--- src/rtl/pipelined_add_sub.sv ---
// Carry-pipelined adder/subtractor. Each stage resolves one SEG-bit slice and
// hands its carry to the next stage; a valid/ready handshake with bubble
// collapse runs alongside the data.
//
// The A operand and the result share one rotating "ring" register per stage:
// a stage consumes the lowest SEG bits (its A slice) and inserts its sum slice
// at the top. After STAGES rotations the ring holds the aligned result. The
// inverted-or-not B operand travels in a separate skew register holding only
// the slices still to be consumed.
module pipelined_add_sub #(
  parameter int WIDTH = 8,
  parameter int SEG   = 4
) (
  input  logic             clk,
  input  logic             rst,
  input  logic             in_valid,
  output logic             in_ready,
  input  logic [WIDTH-1:0] a,
  input  logic [WIDTH-1:0] b,
  input  logic             cin,
  input  logic             sub,
  output logic             out_valid,
  input  logic             out_ready,
  output logic [WIDTH-1:0] sum,
  output logic             cout,
  output logic             ovf
);

  localparam int STAGES = WIDTH / SEG;
  localparam int OPS    = (STAGES > 1) ? STAGES - 1 : 1;
  localparam int OPW    = (WIDTH > SEG) ? WIDTH - SEG : 1;

  // Control
  logic [STAGES-1:0] vld_q;
  logic [STAGES-1:0] ld;
  logic [STAGES-1:0] v_in;
  logic [STAGES-1:0] en;

  // Intermediate stage data (stages 0..STAGES-2)
  logic [WIDTH-1:0]  ring_q [OPS];
  logic [OPW-1:0]    bx_q   [OPS];
  logic              c_q    [OPS];

  // Next-state data per stage
  logic [WIDTH-1:0]  ring_d [STAGES];
  logic [OPW-1:0]    bx_d   [OPS];
  logic              c_d    [STAGES];
  logic              cmsb;

  // Final-stage (output) registers
  logic [WIDTH-1:0]  sum_q;
  logic              cout_q;
  logic              ovf_q;

  for (genvar k = 0; k < STAGES; k++) begin : g_stage
    logic [WIDTH-1:0] r_in;
    logic [SEG-1:0]   b_sl;
    logic             c_in;
    logic [SEG:0]     add_w;

    if (k == 0) begin : g_first
      assign r_in    = a;
      assign b_sl    = b[SEG-1:0] ^ {SEG{sub}};
      assign c_in    = cin ^ sub;
      assign v_in[k] = in_valid;
    end else begin : g_next
      assign r_in    = ring_q[k-1];
      assign b_sl    = bx_q[k-1][SEG-1:0];
      assign c_in    = c_q[k-1];
      assign v_in[k] = vld_q[k-1];
    end

    assign add_w = {1'b0, r_in[SEG-1:0]} + {1'b0, b_sl} + {{SEG{1'b0}}, c_in};
    assign c_d[k] = add_w[SEG];

    if (STAGES == 1) begin : g_single
      assign ring_d[k] = add_w[SEG-1:0];
    end else begin : g_rot
      assign ring_d[k] = {add_w[SEG-1:0], r_in[WIDTH-1:SEG]};
    end

    if (k < STAGES - 1) begin : g_skew
      if (k == 0) begin : g_bx0
        assign bx_d[k] = b[WIDTH-1:SEG] ^ {OPW{sub}};
      end else begin : g_bxn
        assign bx_d[k] = {{SEG{1'b0}}, bx_q[k-1][OPW-1:SEG]};
      end
    end else begin : g_last
      // Carry into the MSB recovered from the MSB sum bit: s = a ^ b ^ c.
      assign cmsb = r_in[SEG-1] ^ b_sl[SEG-1] ^ add_w[SEG-1];
    end

    assign en[k] = ld[k] & v_in[k];
  end

  // Load enables: a stage loads when empty or when its successor loads.
  always_comb begin
    ld = '0;
    ld[STAGES-1] = !vld_q[STAGES-1] || out_ready;
    for (int k = STAGES - 2; k >= 0; k--) begin
      ld[k] = !vld_q[k] || ld[k+1];
    end
  end

  // Valid flags advance with each stage load; reset empties the pipeline.
  always_ff @(posedge clk or posedge rst) begin
    if (rst) begin
      vld_q <= '0;
    end else begin
      for (int k = 0; k < STAGES; k++) begin
        if (ld[k]) vld_q[k] <= v_in[k];
      end
    end
  end

  // Intermediate data registers; loaded only when a real beat enters.
  always_ff @(posedge clk) begin
    for (int k = 0; k < STAGES - 1; k++) begin
      if (en[k]) begin
        ring_q[k] <= ring_d[k];
        bx_q[k]   <= bx_d[k];
        c_q[k]    <= c_d[k];
      end
    end
  end

  // Final stage: aligned result, carry-out and signed overflow.
  always_ff @(posedge clk or posedge rst) begin
    if (rst) begin
      sum_q  <= '0;
      cout_q <= 1'b0;
      ovf_q  <= 1'b0;
    end else if (en[STAGES-1]) begin
      sum_q  <= ring_d[STAGES-1];
      cout_q <= c_d[STAGES-1];
      ovf_q  <= cmsb ^ c_d[STAGES-1];
    end
  end

  assign in_ready  = ld[0];
  assign out_valid = vld_q[STAGES-1];
  assign sum       = sum_q;
  assign cout      = cout_q;
  assign ovf       = ovf_q;

endmodule

--- config.mk ---
export PLATFORM = sky130hd
export DESIGN_NAME = pipelined_add_sub
export DESIGN_NICKNAME = d
export VERILOG_FILES = /design/src/rtl/pipelined_add_sub.sv
export SDC_FILE = /design/constraint.sdc
export NUM_CORES = 1
export LEC_CHECK = 0
export ABC_AREA = 1
export BUFFER_PORTS_ARGS = -buffer_cell sky130_fd_sc_hd__buf_2
export CORE_MARGIN = 1.5
export CORE_UTILIZATION = 40
export CTS_CLUSTER_SIZE = 20
export DETAILED_ROUTE_END_ITERATION = 10
export GPL_TIMING_DRIVEN = 0
export PLACE_DENSITY = 0.74
export RECOVER_POWER = 25
export SLEW_MARGIN = 40
export SYNTH_ARGS = -nofsm -noshare
export SYNTH_HDL_FRONTEND = slang
export SYNTH_SLANG_ARGS = --single-unit
--- constraint.sdc ---
create_clock -name clk -period 2.2 [get_ports clk]
set_input_delay 0.44 -clock clk [delete_from_list [all_inputs] [get_ports clk]]
set_output_delay 0.44 -clock clk [all_outputs]
set_load 0.005 [all_outputs]
==> out/metrics.cfg <==
[run_status]
outcome = complete, no violations

[die]
die_x_um = 59.1
fp.dieH_um = 59.1
initial_core_util = 0.415
fp-row-count = 20
io_pins = 34
die_area_mm2 = 0.00349
coreArea_mm2 = 0.00303

[power_and_ir_drop]
swShare = 0.304
clkPwrFrac = 0.164
power.leakage_nw = 0.765
p_switching_mw = 0.362
combinationalPowerShare = 0.288
p_int_mw = 0.828
ir_worst_vdd_mv = 0.278
pwr_density_cell_mw_per_mm2 = 793
pwr-share-seq = 0.548

[placed_design]
place.port_buffers = 32
hpwl_um = 1670
place_congestion = 0.807
placed_area_mm2 = 0.00147

[synth]
synth_seq_cells = 25
yosys.area.top_type = edfxtp_1
ys_warn_count = 0
synth_cells = 120
synth_top_area_share = 0.310
synth_cell_type_count = 17
synth.avg_cell_area_um2 = 10.5
synth_nets = 152
seq_area_frac_synth = 0.549
syn_area_mm2 = 0.00126
yosys-top-cells-area = edfxtp_1 (31%), dfrtp_1 (24%), nand2_1 (12%)

[setup_path]
reg2reg_slack_ps = 490
crit_path_end_kind = register
cp.arrival_ps = 1800
slowest_stage = fa_1
path_cells = buf_4, xor2_1, fa_1, fa_1, xor2_1
path_class = in2reg
cp-start-kind = input port
critical_path_required_ps = 2270
path_max_fanout = 9
cpPeakStageDelay_ps = 440

[timing]
tns_ps = 0
rsz0062_at_grt = no
finalCritPeriodShare = 0.787
hold_viol_final = 0
fin_crit_ps = 1730
maxSlewHeadroom = 0.693
setup_viol = 0
tightest_slew_ps = 460
fmax_ghz = 0.578
skew_ps = 2.67
whs_ps = 106
report.final.slew_viol_count = 0

[global_route]
grt_max_degree = 15
grt_overflow = 0
grt_usage = 0.128
grt_pass1_wl_um = 3300
antenna_found_initial = 0
grt_pass1_vias = 793

[detailed_routing]
viasPerCell = 4.46
drc = 0
routedWlPerCell_um = 10.2
drtPass1Iterations = 4
postRouteAntennaNets = 0
vias = 891
wl_um = 2030
drt_iter0_drc = 36

[clock_network]
clk_latency_ps = 300
cts-root-buf = clkbuf_4
clk_path_buf_depth = 2
ctsResizeCount = 0
cts_hold_buf = 0
cts_tree = done
clkTransAtPathRegs_ps = 130
cts_num_sinks = 25
cts_buffers = 3
cts_setup_buffers = 0
cts-htree-levels = 1

[final_layout]
area_growth_pct = 19.3
final_common_cell = nand2_1
fin_nets = 189
num_antenna_cells = 0
layout-drive-gt1-share = 0.269
stdcell_area_mm2 = 0.00150
mostFrequentLayoutCells = nand2_1 (41), buf_2 (32), edfxtp_1 (13)

[worst_hold_path]
worstHoldPathType = in2async

[flow_run]
drv_cap = 0

## cell type report
| type | instances | area (um2) |
|---|---|---|
| timing repair buffer | 32 | 160 |
| inverter | 11 | 41.3 |
| clock buffer | 3 | 22.5 |
| multi-input combinational | 82 | 507 |
| tap | 44 | 55.1 |
| buffer | 2 | 18.8 |
| clock inverter | 1 | 5.00 |
| sequential | 25 | 691 |
| fill | 285 | 1530 |
## final timing paths
kind	startpoint	endpoint	cells past startpoint
min in group clk	a[6]	ring_q[0][2]	1
worst max-delay path	sub	ring_q[0][6]	5
worst min register to register	ring_q[0][7]	sum[3]	2
worst min-delay path	rst	sum[1]	2
max in group asynchronous	rst	sum[0]	2
worst max register to register	ring_q[0][0]	ovf	10
## per-stage QoR
stage | setup WS, ps | cells | total power, mW | util
floorplan | 205 | 120 | 0.868 | -
global placement | 151 | 196 | 0.990 | 0.486
detailed placement | 125 | 196 | 1.01 | 0.486
CTS | 468 | 200 | 1.20 | 0.495
global route | 383 | 200 | 1.27 | 0.495
finish | 469 | 200 | 1.19 | 0.495
## layer usage
metal	vias up	part of all wire	track usage
li1	457	-	-
met1	390	0.44	0.149
met2	42	0.47	0.224
met3	2	0.073	0.0175
met4	0	0.020	0.0779
met5	-	0	0
## flip-flops by register name, summed over array words and instances, names as in the netlist
register / cells
ring_q: 8
sum: 8
bx_q: 4
vld_q: 2
c_q: 1
cout: 1
ovf: 1
## critical path: cells and delay by family
family	cells	cell delay (ps)
xor gates and xnor gates	2	340
buffers and inverters	1	160
adders and majority gates	2	860
## logic make-up after synthesis
logic type	Yosys count	share of synthesized area
and+or+nand+nor	55	0.179
DFF	25	0.549
buffers and inverters	13	0.0478
xor gates and xnor gates	11	0.0766
adders and majority gates	10	0.123
AOI/OAI and AO/OA	6	0.0239
## synth_stat cells (all sizes together)
master,count
o21ai,3
inv,11
nand2,43
nand3,9
fa,4
edfxtp,13
nor2,2
buf,2
or2,1
dfrtp,12
ha,6
xor2,11
a21oi,3
## power groups by stage
stage	clock, mW	combinational, mW	sequential, mW
global route	0.218	0.394	0.662
CTS	0.201	0.348	0.652
global placement	0	0.331	0.659
floorplan	0	0.203	0.666
finish	0.195	0.343	0.652
detailed placement	0	0.346	0.663
Power figures use the tool's default switching activity.
